===== src/rtl/k_and_s_pkg.sv =====
// Shared types for the K&S processor: decoded instruction classes, ALU op codes
// and the control-unit state encoding.
package k_and_s_pkg;

    typedef enum logic [3:0] {
        I_NOP    = 4'd0,
        I_LOAD   = 4'd1,
        I_STORE  = 4'd2,
        I_MOVE   = 4'd3,
        I_ADD    = 4'd4,
        I_SUB    = 4'd5,
        I_AND    = 4'd6,
        I_OR     = 4'd7,
        I_BRANCH = 4'd8,
        I_BZERO  = 4'd9,
        I_BNZERO = 4'd10,
        I_BNEG   = 4'd11,
        I_BNNEG  = 4'd12,
        I_BOV    = 4'd13,
        I_BNOV   = 4'd14,
        I_HALT   = 4'd15
    } decoded_instruction_type;

    localparam logic [1:0] OP_ADD = 2'b00;
    localparam logic [1:0] OP_SUB = 2'b01;
    localparam logic [1:0] OP_AND = 2'b10;
    localparam logic [1:0] OP_OR  = 2'b11;

    typedef enum logic [3:0] {
        INIT,
        FETCH,
        DECODE,
        LOAD_1,
        LOAD_2,
        STORE_1,
        STORE_2,
        ALU_EXEC,
        BR_EXEC,
        NOP_EXEC,
        HALT_ST
    } ctrl_state_t;

endpackage


===== src/rtl/branch_cond.sv =====
// Branch condition table: decides whether a branch-class instruction is taken
// given the registered flags. Non-branch classes are never taken.
module branch_cond
    import k_and_s_pkg::*;
(
    input  decoded_instruction_type i_instr,
    input  logic                    i_zero,
    input  logic                    i_neg,
    input  logic                    i_unsigned_overflow,
    input  logic                    i_signed_overflow,
    output logic                    o_taken
);

    // Unsigned overflow is reserved for a future condition and has no effect today.
    logic w_unused_uov;
    assign w_unused_uov = i_unsigned_overflow;

    always_comb begin
        o_taken = 1'b0;
        case (i_instr)
            I_BRANCH: o_taken = 1'b1;
            I_BZERO:  o_taken = i_zero;
            I_BNZERO: o_taken = !i_zero;
            I_BNEG:   o_taken = i_neg;
            I_BNNEG:  o_taken = !i_neg;
            I_BOV:    o_taken = i_signed_overflow;
            I_BNOV:   o_taken = !i_signed_overflow;
            default:  o_taken = 1'b0;
        endcase
    end

endmodule


===== src/rtl/control_unit.sv =====
// Multi-cycle control FSM for the K&S processor: sequences fetch/decode/execute,
// drives every data-path enable and counts retired instructions.
module control_unit
    import k_and_s_pkg::*;
#(
    parameter int CNT_W = 16
) (
    input  logic                    clk,
    input  logic                    rst,
    input  decoded_instruction_type decoded_instruction,
    input  logic                    zero_op,
    input  logic                    neg_op,
    input  logic                    unsigned_overflow,
    input  logic                    signed_overflow,
    output logic                    branch,
    output logic                    pc_enable,
    output logic                    ir_enable,
    output logic                    addr_sel,
    output logic                    c_sel,
    output logic [1:0]              operation,
    output logic                    write_reg_enable,
    output logic                    flags_reg_enable,
    output logic                    ram_write_enable,
    output logic                    halt,
    output logic [CNT_W-1:0]        instr_count
);

    ctrl_state_t             r_state;
    ctrl_state_t             w_next_state;
    decoded_instruction_type r_instr;
    logic [CNT_W-1:0]        r_count;
    logic                    w_taken;

    branch_cond u_branch_cond (
        .i_instr             (r_instr),
        .i_zero              (zero_op),
        .i_neg               (neg_op),
        .i_unsigned_overflow (unsigned_overflow),
        .i_signed_overflow   (signed_overflow),
        .o_taken             (w_taken)
    );

    // The class is captured at the DECODE edge so the execute states ignore later input changes.
    always_ff @(posedge clk or posedge rst) begin
        if (rst) begin
            r_state <= INIT;
            r_instr <= I_NOP;
            r_count <= '0;
        end else begin
            r_state <= w_next_state;
            if (r_state == DECODE) begin
                r_instr <= decoded_instruction;
            end
            if (pc_enable) begin
                r_count <= r_count + CNT_W'(1);
            end
        end
    end

    assign instr_count = r_count;

    always_comb begin
        w_next_state     = r_state;
        branch           = 1'b0;
        pc_enable        = 1'b0;
        ir_enable        = 1'b0;
        addr_sel         = 1'b0;
        c_sel            = 1'b0;
        operation        = OP_ADD;
        write_reg_enable = 1'b0;
        flags_reg_enable = 1'b0;
        ram_write_enable = 1'b0;
        halt             = 1'b0;

        case (r_state)
            INIT: w_next_state = FETCH;
            FETCH: begin
                addr_sel     = 1'b1;
                ir_enable    = 1'b1;
                w_next_state = DECODE;
            end
            DECODE: begin
                case (decoded_instruction)
                    I_LOAD:  w_next_state = LOAD_1;
                    I_STORE: w_next_state = STORE_1;
                    I_ADD, I_SUB, I_AND, I_OR, I_MOVE:
                        w_next_state = ALU_EXEC;
                    I_BRANCH, I_BZERO, I_BNZERO, I_BNEG, I_BNNEG, I_BOV, I_BNOV:
                        w_next_state = BR_EXEC;
                    I_HALT:  w_next_state = HALT_ST;
                    default: w_next_state = NOP_EXEC;
                endcase
            end
            LOAD_1:  w_next_state = LOAD_2;
            LOAD_2: begin
                write_reg_enable = 1'b1;
                pc_enable        = 1'b1;
                w_next_state     = FETCH;
            end
            STORE_1: w_next_state = STORE_2;
            STORE_2: begin
                ram_write_enable = 1'b1;
                pc_enable        = 1'b1;
                w_next_state     = FETCH;
            end
            // MOVE reuses the OR op: the data path feeds the source to both ALU inputs.
            ALU_EXEC: begin
                c_sel            = 1'b1;
                write_reg_enable = 1'b1;
                pc_enable        = 1'b1;
                w_next_state     = FETCH;
                case (r_instr)
                    I_ADD: begin
                        operation        = OP_ADD;
                        flags_reg_enable = 1'b1;
                    end
                    I_SUB: begin
                        operation        = OP_SUB;
                        flags_reg_enable = 1'b1;
                    end
                    I_AND: begin
                        operation        = OP_AND;
                        flags_reg_enable = 1'b1;
                    end
                    I_OR: begin
                        operation        = OP_OR;
                        flags_reg_enable = 1'b1;
                    end
                    I_MOVE:  operation = OP_OR;
                    default: operation = OP_ADD;
                endcase
            end
            BR_EXEC: begin
                pc_enable    = 1'b1;
                branch       = w_taken;
                w_next_state = FETCH;
            end
            NOP_EXEC: begin
                pc_enable    = 1'b1;
                w_next_state = FETCH;
            end
            HALT_ST: halt = 1'b1;
            default: w_next_state = INIT;
        endcase
    end

endmodule


===== config.mk =====
export PLATFORM = sky130hd
export DESIGN_NAME = control_unit
export DESIGN_NICKNAME = d
export VERILOG_FILES = /design/src/rtl/k_and_s_pkg.sv /design/src/rtl/branch_cond.sv /design/src/rtl/control_unit.sv
export SDC_FILE = /design/constraint.sdc
export NUM_CORES = 1
export LEC_CHECK = 0
export CAP_MARGIN = 20
export CORE_MARGIN = 1
export CORE_UTILIZATION = 40
export DETAILED_ROUTE_END_ITERATION = 10
export DONT_BUFFER_PORTS = 1
export PLACE_DENSITY = 0.65
export SYNTH_ARGS = -nofsm -noshare
export SYNTH_HDL_FRONTEND = slang
export SYNTH_HIERARCHICAL = 1
export SYNTH_SLANG_ARGS = --single-unit

===== constraint.sdc =====
create_clock -name clk -period 1.5 [get_ports clk]
set_clock_uncertainty 0.05 [all_clocks]
set_input_delay 0.3 -clock clk [delete_from_list [all_inputs] [get_ports clk]]
set_output_delay 0.3 -clock clk [all_outputs]
set_load 0.03 [all_outputs]

=== After elaboration in Yosys (flattened, before gate mapping) ===
Memory sizes are Yosys's and may differ from the RTL's.
Index checks and enable logic that the tools add are counted.

* Output and inout bits: 27
* Input port bits: 10
* Register bits after elaboration: 24
* Bits in read-only memories: 64
* Memories: 1
* Logic and storage cells: 49

* Reductions and logical operators: 9
* Add/subtract/negate cells: 1
* Muxes and demuxes: 13
* Eq/ne operators: 22

{| class="wikitable"
|+ Memory list
! memory !! words !! bits a word !! read ports !! clocked after memory_dff !! write ports !! RTL line !! RTL
|-
| (no name shown) || 16 || 4 || 1 || 0 || 0 || control_unit.sv:83 || <nowiki>case (decoded_instruction)</nowiki>
|}

{| class="wikitable"
|+ Operator list
! kind !! count
|-
| $eq A4 B4 Y1 const B || 10
|-
| $eq A4 B3 Y1 const B || 8
|-
| $pmux W4 S6 || 1
|-
| $add A16 B1 Y16 const B || 1
|-
| $eq A4 B2 Y1 const B || 3
|-
| $mux W1 || 9
|-
| $pmux W1 S7 || 1
|-
| $pmux W2 S3 || 1
|-
| $reduce_or A6 Y1 || 1
|-
| $reduce_or A5 Y1 || 1
|-
| $eq A4 B1 Y1 const B || 1
|-
| $logic_not A4 Y1 || 1
|-
| $reduce_or A2 Y1 || 2
|-
| $reduce_or A4 Y1 || 1
|-
| $logic_not A1 Y1 || 3
|-
| $mux W2 || 1
|}

=== Logic depth before layout (Yosys ltp) ===
Gate-level depths: netlist of run 1.

* Word-level depth: 4
* Depth in mapped cells: 6
* Mapped depth without buffers: 5

=== Modules after synthesis ===
Netlist of run 1, hierarchy kept.

{| class="wikitable"
|+ Modules (own cells, without submodules)
! module !! area an instance (µm²) !! instances !! cells each
|-
| control_unit || 1239.9 || 1 || 113
|-
| branch_cond || 60.1 || 1 || 9
|}

=== Worst setup path before layout of run 1 ===
OpenSTA, ideal clock, no wires.

* Kind: register to output
* Start point: register r_state[3]
* End point: output port ir_enable
* Arrival: 1.669 ns
* Cell stages (with the launch flop): 5
* Required time: 1.150 ns
* Slack: -0.519 ns
* Path through: dfrtp_1 -> buf_4 -> nand2b_1 -> nor3_1 -> buf_4

* Cells in the longest elaborated chain, start to end: 2

{| class="wikitable"
|+ Ends and longest elaborated chain
! element !! RTL line !! RTL
|-
| start, declared || control_unit.sv:28 || <nowiki>ctrl_state_t r_state;</nowiki>
|-
| start signal, assigned || control_unit.sv:50 || <nowiki>r_state <= w_next_state;</nowiki>
|-
| $eq A4 B1 Y1 || n/a ||
|-
| $mux W1 || n/a ||
|-
| end, declared || control_unit.sv:17 || <nowiki>output logic ir_enable,</nowiki>
|}

No other way between the ends.

=== Worst setup path in the final report of run 1 ===
* Start point: register r_instr[1]
* End point: output port branch

* Cells in the longest elaborated chain, start to end: 3

{| class="wikitable"
|+ Ends and longest elaborated chain
! element !! RTL line !! RTL
|-
| start, declared || control_unit.sv:30 || <nowiki>decoded_instruction_type r_instr;</nowiki>
|-
| start signal, assigned || control_unit.sv:52 || <nowiki>r_instr <= decoded_instruction;</nowiki>
|-
| $eq A4 B4 Y1 || branch_cond.sv:20 || <nowiki>case (i_instr)</nowiki>
|-
| $pmux W1 S7 * || branch_cond.sv:20 ||
|-
| via w_taken || control_unit.sv:32 || <nowiki>logic w_taken;</nowiki>
|-
| $mux W1 * || control_unit.sv:75 || <nowiki>case (r_state)</nowiki>
|-
| end, declared || control_unit.sv:15 || <nowiki>output logic branch,</nowiki>
|}

The timed path passes the listed nets; every way through them passes the cells marked *.

==> parameters.txt, run 1 <==
Parameter                              Value

Outcome
  Run status ... complete, but fails checks
  Violations in the final reports ... negative setup slack

CTS
  Number of buffers added by the clock tree synthesis step ... 3
  Number of sinks driven by the clock tree ... 24
  Clk_lat worst skew ... ~0.32 ns
  Maximum level of the CTS H-tree ... 1
  Root Buffer ... sky130_fd_sc_hd__clkbuf_4
  CTS clk-pin slew, worst paths ... ~0.14 ns
  Clock Path Buffers ... 2
  TritonCTS clock tree ... done

Critical path
  CP max stage cell ... sky130_fd_sc_hd__dfrtp_1
  Cell-by-cell listing of the critical path ... nand4bb_1 > o41ai_2 > a211oi_2 > nor3b_4 > buf_12
  Endpoint kind of the worst setup timing path ... output pin
  Register-to-register setup slack ... -0.22 ns
  Worst-path fanout max ... 5
  Capture instance of the worst register-to-register path ... instr_count[3]
  Buffers & Inverters on Critical Path ... 1
  Critical path arrival ... roughly 1.7 ns
  Data required, critical path ... roughly 1.2 ns
  Startpoint kind of the worst setup timing path ... flip-flop
  Crit Reg-Reg Startpoint ... r_state[2]
  Reg2reg path depth ... 6
  Family with the most delay on the worst path ... flip-flops
  Maximum cell stage delay along the critical path ... 0.45 ns
  Path type of the worst setup path ... flip-flop to output pin

Min path
  Endpoint, Worst Hold ... r_state[3]
  Hold Crit Start ... decoded_instruction[3]
  Number of stages on the worst hold path ... 1
  Path category of the worst min-delay check ... primary input to flip-flop

STA
  Worst rel slew slack ... about two thirds
  Final worst-path setup slack ... -0.584 ns
  Final Hold Fails ... 0
  Setup repair after global routing missed its margin ... true
  Final Cycle Share ... 139%
  Number of endpoints failing setup at the final stage ... 31
  Worst slew pin tran ... a little over 0.5 ns
  Hold slack final ... between 0.06 and 0.07 ns
  Final Max Slew Viols ... 0
  Total negative slack ... -6.99 ns
  Crit path time final ... around 2.1 ns
  Max Freq ... between 400 and 500 MHz

Yosys
  Share of the yosys chip area belonging to registers ... a little under half
  Net count after synthesis ... ~130
  Post-synthesis register bit count ... 24
  Adder-cell share of the synthesized area ... less than 1%
  Synth Cell Area ... around 1300 um2
  Simple-gate share of the synthesized area ... between 20% and 30%
  Async set-reset flop share out of synthesis ... between 90% and 100%
  Top cells by area in the synthesized netlist ... sky130_fd_sc_hd__dfrtp_1, sky130_fd_sc_hd__xnor2_1, sky130_fd_sc_hd__mux2_1
  Cell type contributing the most total cell area after synthesis ... sky130_fd_sc_hd__dfrtp_1
  Combinational family with the most area after synthesis ... simple AND/OR/NAND/NOR gates
  Syn_area_per_cell ... 10.7 um2
  Portion of netlist area occupied by mux cells ... roughly 4.3%
  Post-synth EDFFs ... 0
  Synthesized instance count ... around 120
  Proportion of netlist area held by the largest area contributor ... a little under half
  Distinct cell type count after synthesis ... 38
  Most frequently used flop master after synthesis ... sky130_fd_sc_hd__dfrtp_1
  Xor/xnor share of the synthesized area ... approximately 10%
  Share of the synthesized area in compound gates (AO/OA/AOI/OAI) ... 9.72%
  Yosys warnings ... 6

Finish
  Count of fill cells added during filler insertion ... 198
  Final cell count without fillers ... roughly 230
  Antenna diodes ... 0
  Post-layout instance area ... ~2200 um2
  Share of final-layout standard cells stronger than drive strength 1 ... 63.9%
  Layout overhead on the synthesized area ... 71.0%
  Nets ... 195

Placed design
  Detailed placement HPWL ... around 2300 um
  Placed cell area ... 1820 um2
  Placer's final routability congestion estimate ... ~0.8
  Number of instances in the placed design ... a little over 200
  Port Buffers ... 0

Die
  Full die area ... 3480 um2
  Row Count ... 20
  Effective utilization at floorplan ... between 40% and 50%
  Num ports ... 37
  Std-Cell Core Area ... 3080 um2
  Height of the chip ... approximately 59 um
  Die extent in x ... slightly below 60 um

Drt
  Wire length after detailed routing ... between 3000 and 4000 um
  Count of nets left with antenna violations after detail routing ... 0
  Number of iterations in the first detailed-routing pass ... 3
  Average vias per placed instance ... 5.27
  Via Count ... 1197
  Post-detailed-route wirelength per cell ... between 15 and 20 um
  DRC Markers ... 0
  Starting DRC count in detailed routing ... 25

GRT
  Initial antenna violation count ... 0
  Tot GR Track Use ... a little under a quarter
  Vias in the first global route ... about 1.2k
  Largest net degree at the start of global routing ... 25
  Global route overflow ... 0
  Global-route wire length before repair ... a little under 6000 um

Power
  PD cells ... about 1800 nW/um2
  Worst ir drop on vdd ... 1.09 mV
  Static leakage ... approximately 1.0 nW
  Post-layout power ... approximately 4 mW

Flow run
  Max-cap violations ... 0
-- what timing repair did --
item,CTS,global route
endpoints found under the hold margin,24,0
buffers inserted,12,8
pin swaps,18,12
endpoints found under the setup margin,30,31
hold buffers,1,0
resized for setup,37,26
-- placed cells by master, fill, tap and decap left out, types with 2 or more instances in the layout --
master                     count
sky130_fd_sc_hd__buf_4        36
sky130_fd_sc_hd__buf_6        19
sky130_fd_sc_hd__dfrtp_1      14
sky130_fd_sc_hd__dfrtp_2      10
sky130_fd_sc_hd__xnor2_1       9
sky130_fd_sc_hd__nand2_1       6
sky130_fd_sc_hd__nand4_1       6
sky130_fd_sc_hd__xnor2_2       5
sky130_fd_sc_hd__mux2_4        5
sky130_fd_sc_hd__nor3_4        4
sky130_fd_sc_hd__and3_1        4
sky130_fd_sc_hd__buf_12        4
sky130_fd_sc_hd__a21oi_1       3
sky130_fd_sc_hd__o21ai_0       3
sky130_fd_sc_hd__nor2_1        3
sky130_fd_sc_hd__inv_1         3
sky130_fd_sc_hd__nand2_4       3
sky130_fd_sc_hd__clkbuf_4      3
sky130_fd_sc_hd__nand2b_4      2
sky130_fd_sc_hd__nand4_4       2
sky130_fd_sc_hd__nor3_2        2
sky130_fd_sc_hd__nand3_4       2
sky130_fd_sc_hd__nor2b_4       2
sky130_fd_sc_hd__and2_4        2
sky130_fd_sc_hd__o211a_4       2
sky130_fd_sc_hd__and2_1        2
sky130_fd_sc_hd__nand3_2       2
-- worst max path at each step --
| stage | depth (start not counted) | from | endpoint | slack, ns |
|---|---|---|---|---|
| 6_report | 5 | r_instr[1] | branch | -0.58 |
| 5_1_grt | 5 | r_instr[1] | branch | -0.64 |
| 4_1_cts | 5 | r_instr[0] | branch | -0.57 |
| 3_5_place_dp | 5 | r_instr[2] | branch | -0.27 |
| 3_3_place_gp | 5 | r_instr[2] | branch | -0.20 |
| 2_1_floorplan | 6 | r_state[1] | instr_count[10] | -0.1 |
-- final cells by class --
type	instances	area [um2]	area share (%)
multi-input combinational	91	918	41.3
sequential	24	613	27.6
timing repair buffer	61	589	26.5
inverter	3	11.3	0.506
clock buffer	4	36.3	1.63
tap	44	55.1	2.48
-- where the power goes --
group	internal, mW	total, mW	switching [mW]
combinational	1.41	2.70	1.29
sequential	0.840	1.03	0.186
clock	0.148	0.353	0.204
total	2.40	4.08	1.68
-- metrics by stage --
step / worst slack [ns] / util (%)
global placement: -0.198 / 59.1
floorplan: -0.0965 / -
detailed placement: -0.268 / 59.1
global route: -0.642 / 72.2
finish: -0.584 / 72.2
CTS: -0.572 / 67.6
-- sequential cells by signal, summed over array words and instances, names as in the netlist --
signal       cells
instr_count     16
r_instr          4
r_state          4
-- layer usage --
layer,up-vias,GRT usage [%],share of wire [%]
met3,4,3.93,4.3
met4,0,8.50,1.1
met2,31,39.4,53
li1,563,-,-
met5,-,0,0
met1,599,27.7,41
-- synth_stat cells (2+ instances only) --
cell type                  number
sky130_fd_sc_hd__dfrtp_1       24
sky130_fd_sc_hd__xnor2_1       14
sky130_fd_sc_hd__nand2_1       10
sky130_fd_sc_hd__nand4_1        6
sky130_fd_sc_hd__nor3_1         6
sky130_fd_sc_hd__mux2_1         5
sky130_fd_sc_hd__and2_1         4
sky130_fd_sc_hd__and3_1         4
sky130_fd_sc_hd__nand3_1        4
sky130_fd_sc_hd__nor2_1         4
sky130_fd_sc_hd__o21ai_0        4
sky130_fd_sc_hd__a21oi_1        3
sky130_fd_sc_hd__inv_1          3
sky130_fd_sc_hd__nor2b_1        3
sky130_fd_sc_hd__buf_4          2
sky130_fd_sc_hd__nand2b_1       2
sky130_fd_sc_hd__nand4_2        2
sky130_fd_sc_hd__o211a_1        2
-- cell families after synthesis --
logic type	Yosys count
AOI/OAI and AO/OA	17
muxes	5
DFF	24
adders and majority gates	1
xor gates and xnor gates	15
and+or+nand+nor	53
buffers and inverters	7
Power figures use the tool's default switching activity.
==> inputs of run 2 (changes only) <==
Settings changed: ABC_AREA set to 1.
==> run 2 against run 1 <==
Compared with the run above: worst hold slack improved by 0.034 ns; the run still ends with negative setup slack left; utilization is 12 points lower; clock-buffer cell count stayed put; power down 20%; non-clock buffer count decreased by 13; cell area shrank 6.9%; critical endpoint unchanged; routed wire length is 6.8% lower; via count rose by 18%; die area is 11% higher; synthesized area increased by 12%.
==> parameters.txt, run 2 <==
Parameter                              Value

Outcome
  Run status ... complete, but fails checks
  Violations in the final reports ... negative setup slack

Yosys
  Syn_area_per_cell ... 7.32 um2 (-31%)
  Synthesized instance count ... 198 (+62%)
  Most frequently used flop master after synthesis ... sky130_fd_sc_hd__dfrtp_1
  Distinct cell type count after synthesis ... 26 (-32%)
  Async set-reset flop share out of synthesis ... 100% (unchanged)
  Net count after synthesis ... 209 (+57%)
  Most frequent cell after synthesis ... sky130_fd_sc_hd__nand2_1
  Yosys warnings ... 6 (unchanged)
  Cell types with the highest counts after synthesis ... sky130_fd_sc_hd__nand2_1, sky130_fd_sc_hd__inv_1, sky130_fd_sc_hd__nor2_1
  Share of the yosys chip area belonging to registers ... 41.4% (-4.8 points)
  Proportion of netlist area held by the largest area contributor ... 41.4% (-4.8 points)
  Top cells by area in the synthesized netlist ... sky130_fd_sc_hd__dfrtp_1, sky130_fd_sc_hd__nand2_1, sky130_fd_sc_hd__inv_1
  Post-synth EDFFs ... 0 (unchanged)
  Cell type contributing the most total cell area after synthesis ... sky130_fd_sc_hd__dfrtp_1
  Post-synthesis register bit count ... 24 (unchanged)
  Synth Cell Area ... 1450 um2 (+12%)

GRT
  Largest net degree at the start of global routing ... 25 (unchanged)
  Vias in the first global route ... 1342 (+8.4%)
  Tot GR Track Use ... 19.1% (-3.4 points)
  Global-route wire length before repair ... 5860 um (+1.1%)
  Initial antenna violation count ... 0 (unchanged)
  Global route overflow ... 0 (unchanged)

Power
  PD cells ... 1580 nW/um2 (-14%)
  Static leakage ... 1.02 nW (-3.1%)
  Worst ir drop on vdd ... 0.864 mV (-21%)

Drt
  Number of iterations in the first detailed-routing pass ... 4 (+1)
  Via Count ... 1407 (+18%)
  Wire length after detailed routing ... 3470 um (-6.8%)
  Starting DRC count in detailed routing ... 72 (+190%)
  DRC Markers ... 0 (unchanged)
  Average vias per placed instance ... 4.79 (-9.2%)
  Post-detailed-route wirelength per cell ... 11.8 um (-28%)
  Count of nets left with antenna violations after detail routing ... 0 (unchanged)

Critical path
  Data required, critical path ... 1.15 ns (about the same)
  Cell-by-cell listing of the critical path ... inv_1 > nor2_2 > nand3_1 > nand2_1 > nor2_1 > nand2_1 > nand2_1 > nor2_2 > buf_6
  Startpoint kind of the worst setup timing path ... flip-flop
  Worst-path fanout max ... 6 (+1)
  CP max stage cell ... sky130_fd_sc_hd__dfrtp_2
  Cell occurring most often along the worst timing path ... sky130_fd_sc_hd__nand2_1
  Worst setup path start ... r_instr[0]
  Crit Reg-Reg Startpoint ... r_state[3]
  Path type of the worst setup path ... flip-flop to output pin
  Endpoint kind of the worst setup timing path ... output pin
  Maximum cell stage delay along the critical path ... 0.44 ns (about the same)
  Critical path arrival ... 1.49 ns (-0.24 ns)

Finish
  Share of final-layout standard cells stronger than drive strength 1 ... 38.7% (-25 points)
  Antenna diodes ... 0 (unchanged)
  Most used cells in the layout excluding fill and tap cells ... sky130_fd_sc_hd__nand2_1, sky130_fd_sc_hd__buf_4, sky130_fd_sc_hd__inv_1, sky130_fd_sc_hd__dfrtp_1, sky130_fd_sc_hd__nor2_1
  Storage cell area ... 606 um2 (-1.2%)
  Layout overhead on the synthesized area ... 42.8%
  Multi-input combinational cell area ... 820 um2 (-11%)
  Leading cell type in the layout, fill and taps excluded ... sky130_fd_sc_hd__nand2_1
  Utilization after layout ... 60.6% (-12 points)
  Nets ... 260 (+33%)
  Count of fill cells added during filler insertion ... 318 (+61%)
  Number of flip-flops under the largest register name ... 16 (unchanged)

STA
  Max Freq ... 544 MHz (+13%)
  Setup repair after global routing missed its margin ... true
  Crit path time final ... 1.84 ns (-0.247 ns)
  Worst rel slew slack ... 73.7% (+8.2 points)
  Number of endpoints failing setup at the final stage ... 20 (-35%)
  Final Max Slew Viols ... 0 (unchanged)
  Final Cycle Share ... 122% (-16 points)
  Worst slew pin tran ... 0.393 ns (-0.122 ns)
  Final worst-path setup slack ... -0.337 ns (+0.247 ns)
  Final Hold Fails ... 0 (unchanged)
  Hold slack final ... 0.0982 ns (+0.0343 ns)

CTS
  CTS clk-pin slew, worst paths ... 0.14 ns (about the same)
  TritonCTS clock tree ... done
  Maximum level of the CTS H-tree ... 1 (unchanged)
  Clk_lat worst skew ... 0.33 ns (about the same)
  Clock Path Buffers ... 2 (unchanged)
  Number of buffers added by the clock tree synthesis step ... 3 (unchanged)
  Number of sinks driven by the clock tree ... 24 (unchanged)
  Root Buffer ... sky130_fd_sc_hd__clkbuf_4

Min path
  Path category of the worst min-delay check ... primary input to flip-flop
  Hold Crit Start ... decoded_instruction[2]

Die
  Std-Cell Core Area ... 3420 um2 (+11%)
  Full die area ... 3870 um2 (+11%)
  Effective utilization at floorplan ... 42.5% (+0.22 points)
  Die extent in x ... 62.2 um (+5.4%)
  Height of the chip ... 62.2 um (+5.4%)
  Num ports ... 37 (unchanged)
  Row Count ... 21 (+5.0%)

Placed design
  Detailed placement HPWL ... 2460 um (+5.7%)
  Placer's final routability congestion estimate ... 0.843 (+5.0%)
  Port Buffers ... 0 (unchanged)

Flow run
  Max-cap violations ... 0 (unchanged)
-- run 2: cell count changes after synthesis, sizes merged, moves of 3 or more --
cell / before / now
mux2: 5 / 0
nand3: 5 / 15
and2: 4 / 1
inv: 3 / 34
a21oi: 3 / 6
nor2: 4 / 29
o21ai: 5 / 11
nand2: 10 / 52
and3: 4 / 0
xnor2: 14 / 5
nand4: 8 / 5
nor3: 7 / 4
nor2b: 3 / 0
-- run 2: critical path: cells and delay by family (launching register included) --
kind | cells | cell delay, ns
buf+inv | 2 | 0.20
simple gates | 7 | 0.52
flops | 1 | 0.44
-- run 2: cells by family after synthesis --
logic type / after synthesis / share of synthesized area [%]
and+or+nand+nor: 109 / 34.4
adders and majority gates: 1 / 0.863
DFF: 24 / 41.4
buffers and inverters: 36 / 10.4
xor gates and xnor gates: 7 / 4.23
AOI/OAI and AO/OA: 21 / 8.72
-- run 2: through the flow --
step	TNS (ns)	power, mW	cell area (um2)	cells	setup slack, ns
4_1_cts	-2.49	3.10	1960	289	-0.359
3_3_place_gp	0	2.48	1780	274	0.0272
2_1_floorplan	-0.357	2.05	1490	198	-0.139
6_report	-3.32	3.27	2070	294	-0.337
5_1_grt	-5.46	3.52	2070	294	-0.461
3_5_place_dp	0	2.51	1780	274	0.00625
-- run 2: power by group --
group	switching (mW)	internal, mW
registers	0.212	0.816
clock network	0.207	0.149
logic	1.08	0.812
total	1.49	1.78
-- run 2: path summary, 6_finish.rpt --
check,slack [ns],cells after the start,endpoint
max,-0.34,9,branch
min,0.1,2,r_instr[2]
max reg2reg,-0.18,10,instr_count[14]
min reg2reg,0.49,1,instr_count[2]
max in group asynchronous,0.74,3,r_state[2]
min in group asynchronous,0.40,3,r_instr[2]
-- run 2: layer usage --
metal,vias up,wire length (um),share of wire [%],track usage (%)
met3,9,182,5.2,3.49
met1,640,1470,42,23.7
met4,0,96,2.8,9.30
met2,36,1710,49,32.0
li1,722,-,-,-
met5,-,0,0,0
-- run 2: what timing repair did --
action | 4_1_cts | 5_1_grt
setup endpoints to repair | 11 | 24
buffers inserted | 10 | 6
gates resized for setup | 22 | 23
pin swaps | 8 | 11
endpoints found under the hold margin | 24 | 0
hold buffers | 1 | 0
-- run 2: area by class of cell --
type / count / area share (%)
flip-flops and latches: 24 / 29.2
inverters: 34 / 6.53
repair buffers: 48 / 20.1
multi-input cells: 138 / 39.6
clock buffers: 4 / 1.75
well taps: 46 / 2.78
==> inputs of run 3 (changes only) <==
Settings changed: PLACE_DENSITY 0.65 to 0.63.
Clock period 1.5 ns to 2.35 ns, I/O delays scaled along.
==> run 3 against run 2 <==
Compared with the run above: the run now ends clean; via count shrank 14%; sequential power is 30% lower; worst hold slack worse by 0.082 ns; power shrank 52%; combinational power is 67% lower; routed wire length shrank 16%; flip-flop and latch count is the same; final cell count shrank 14%; non-clock buffer count is 40 lower; critical path depth down 5; sequential share of layout area up 8.6 points; critical endpoint is now halt.
==> parameters.txt, run 3 (synthesis gave the netlist of run 2 again) <==
Parameter                              Value

Critical path
  Startpoint kind of the worst setup timing path ... flip-flop
  Endpoint kind of the worst setup timing path ... output pin
  Maximum cell stage delay along the critical path ... 0.44 ns (about the same)
  CP max stage cell ... sky130_fd_sc_hd__dfrtp_1
  Worst-path fanout max ... 4 (-2)
  Cell-by-cell listing of the critical path ... inv_1 > nand2_1 > nor3_1 > buf_4
  Data required, critical path ... 1.83 ns (+0.68 ns)
  Path type of the worst setup path ... flip-flop to output pin
  Critical path arrival ... 1.55 ns (+0.06 ns)

STA
  Worst rel slew slack ... 61.9% (-12 points)
  Number of endpoints failing setup at the final stage ... 0 (-100%)
  Setup repair after global routing missed its margin ... false
  Final Max Slew Viols ... 0 (unchanged)
  Max Freq ... 483 MHz
  Final Hold Fails ... 0 (unchanged)
  Worst slew pin tran ... 0.569 ns (+0.176 ns)
  Total negative slack ... 0 ns (+3.32 ns)
  Crit path time final ... just over 2 ns
  Final Cycle Share ... 88.1%

Die
  Num ports ... 37 (unchanged)
  Full die area ... 3870 um2 (unchanged)
  Row Count ... 21 (unchanged)
  Effective utilization at floorplan ... 42.5% (unchanged)
  Height of the chip ... 62.2 um (unchanged)
  Die extent in x ... 62.2 um (unchanged)
  Std-Cell Core Area ... 3420 um2 (unchanged)

CTS
  Number of gates resized after cts ... 0 (-100%)
  Number of sinks driven by the clock tree ... 24 (unchanged)
  Number of buffers added by the clock tree synthesis step ... 3 (unchanged)
  Clock Path Buffers ... 2 (unchanged)
  Post-cts hold buffer count ... 0 (-1)
  Maximum level of the CTS H-tree ... 1 (unchanged)
  Buffers inserted by post-CTS timing repair ... 0 (-10)
  TritonCTS clock tree ... done
  Root Buffer ... sky130_fd_sc_hd__clkbuf_4
  CTS clk-pin slew, worst paths ... 0.14 ns (about the same)
  Clk_lat worst skew ... 0.32 ns (about the same)

Min path
  Path category of the worst min-delay check ... primary input to asynchronous set/reset pin

Power
  Static leakage ... 0.788 nW (-22%)
  Net Switching ... 0.766 mW (-49%)
  Worst ir drop on vdd ... 0.535 mV (-38%)
  Sw Ratio ... 48.8% (+3.1 points)
  Sequential share of power ... 45.9% (+14 points)
  Clock network power share ... 14.1% (+3.2 points)
  Combinational cell fraction of total power ... 40.0% (-18 points)
  PD cells ... 990 nW/um2 (-37%)
  Post-layout power ... 1.57 mW (-52%)
  Cell internal power dissipation ... 0.804 mW (-55%)

Finish
  Most used cells in the layout excluding fill and tap cells ... sky130_fd_sc_hd__nand2_1, sky130_fd_sc_hd__inv_1, sky130_fd_sc_hd__nor2_1, sky130_fd_sc_hd__dfrtp_1, sky130_fd_sc_hd__nand3_1
  Number of flip-flops under the largest register name ... 16 (unchanged)
  Layout overhead on the synthesized area ... 9.40%
  Multi-input combinational cell area ... 704 um2 (-14%)
  Storage cell area ... 601 um2 (-0.83%)
  Count of fill cells added during filler insertion ... 369 (+16%)
  Antenna diodes ... 0 (unchanged)
  Nets ... 220 (-15%)
  Share of final-layout standard cells stronger than drive strength 1 ... 13.5% (-25 points)
  Leading cell type in the layout, fill and taps excluded ... sky130_fd_sc_hd__nand2_1

GRT
  Initial antenna violation count ... 0 (unchanged)
  Tot GR Track Use ... 17.2% (-1.9 points)
  Global-route wire length before repair ... 5440 um (-7.2%)
  Vias in the first global route ... 1258 (-6.3%)
  Largest net degree at the start of global routing ... 25 (unchanged)
  Global route overflow ... 0 (unchanged)

Drt
  Post-detailed-route wirelength per cell ... 11.4 um (-3.3%)
  Starting DRC count in detailed routing ... 37 (-49%)
  DRC Markers ... 0 (unchanged)
  Average vias per placed instance ... 4.79 (+0.12%)
  Number of iterations in the first detailed-routing pass ... 4 (unchanged)
  Count of nets left with antenna violations after detail routing ... 0 (unchanged)
  Wire length after detailed routing ... 2900 um (-16%)
  Via Count ... 1217 (-14%)

Outcome
  Run status ... finished clean

Placed design
  Placer's final routability congestion estimate ... 0.938 (+11%)
  Port Buffers ... 0 (unchanged)
  Detailed placement HPWL ... 2210 um (-10%)

Flow run
  Max-cap violations ... 0 (unchanged)
-- run 3: final cells by class --
type | instances | area share (%)
multi-input combinational | 138 | 44.4
inverter | 34 | 8.04
clock buffer | 4 | 2.29
sequential | 24 | 37.9
tap | 46 | 3.63
timing repair buffer | 8 | 3.79
-- run 3: routing by layer --
metal	track usage, %	part of all wire (%)	vias to the layer above
met2	29.7	46	35
met1	20.3	46	534
li1	-	-	644
met4	3.78	0.93	0
met3	6.43	7.3	4
met5	0	0	-
-- run 3: critical path, delay by kind of cell (launching register included) --
family / cells / cell delay (ns)
and+or+nand+nor: 2 / 0.44
buffers and inverters: 2 / 0.35
DFF: 1 / 0.44
-- run 3: path summary, 6_finish.rpt --
check | from | cells after the start | endpoint | slack, ns
setup / recovery | r_state[0] | 4 | halt | 0.28
hold / removal | rst | 2 | r_instr[0] | 0.02
setup reg to reg | instr_count[0] | 6 | instr_count[12] | 0.68
hold reg to reg | r_instr[3] | 2 | r_instr[3] | 0.52
max in group asynchronous | rst | 2 | instr_count[1] | 2.00
min in group clk | decoded_instruction[3] | 2 | r_state[3] | 0.28
-- run 3: metrics by stage --
stage / hold WS, ns / worst slack, ns / cells / util (%) / instance area [um2]
CTS: 0.0169 / 0.262 / 254 / 46.4 / 1590
floorplan: 0.435 / 0.311 / 198 / - / 1460
detailed placement: 0.381 / 0.636 / 250 / 45.4 / 1550
global placement: 0.381 / 0.632 / 250 / 45.4 / 1550
global route: 0.0325 / 0.106 / 254 / 46.4 / 1590
finish: 0.0160 / 0.279 / 254 / 46.4 / 1590
-- run 3: power groups by stage --
stage          combinational [mW]  sequential, mW  clock [mW]
6_report                    0.628           0.721       0.222
5_1_grt                     0.730           0.744       0.243
4_1_cts                     0.637           0.722       0.231
3_5_place_dp                0.636           0.730           0
3_3_place_gp                0.630           0.732           0
2_1_floorplan               0.563           0.702           0
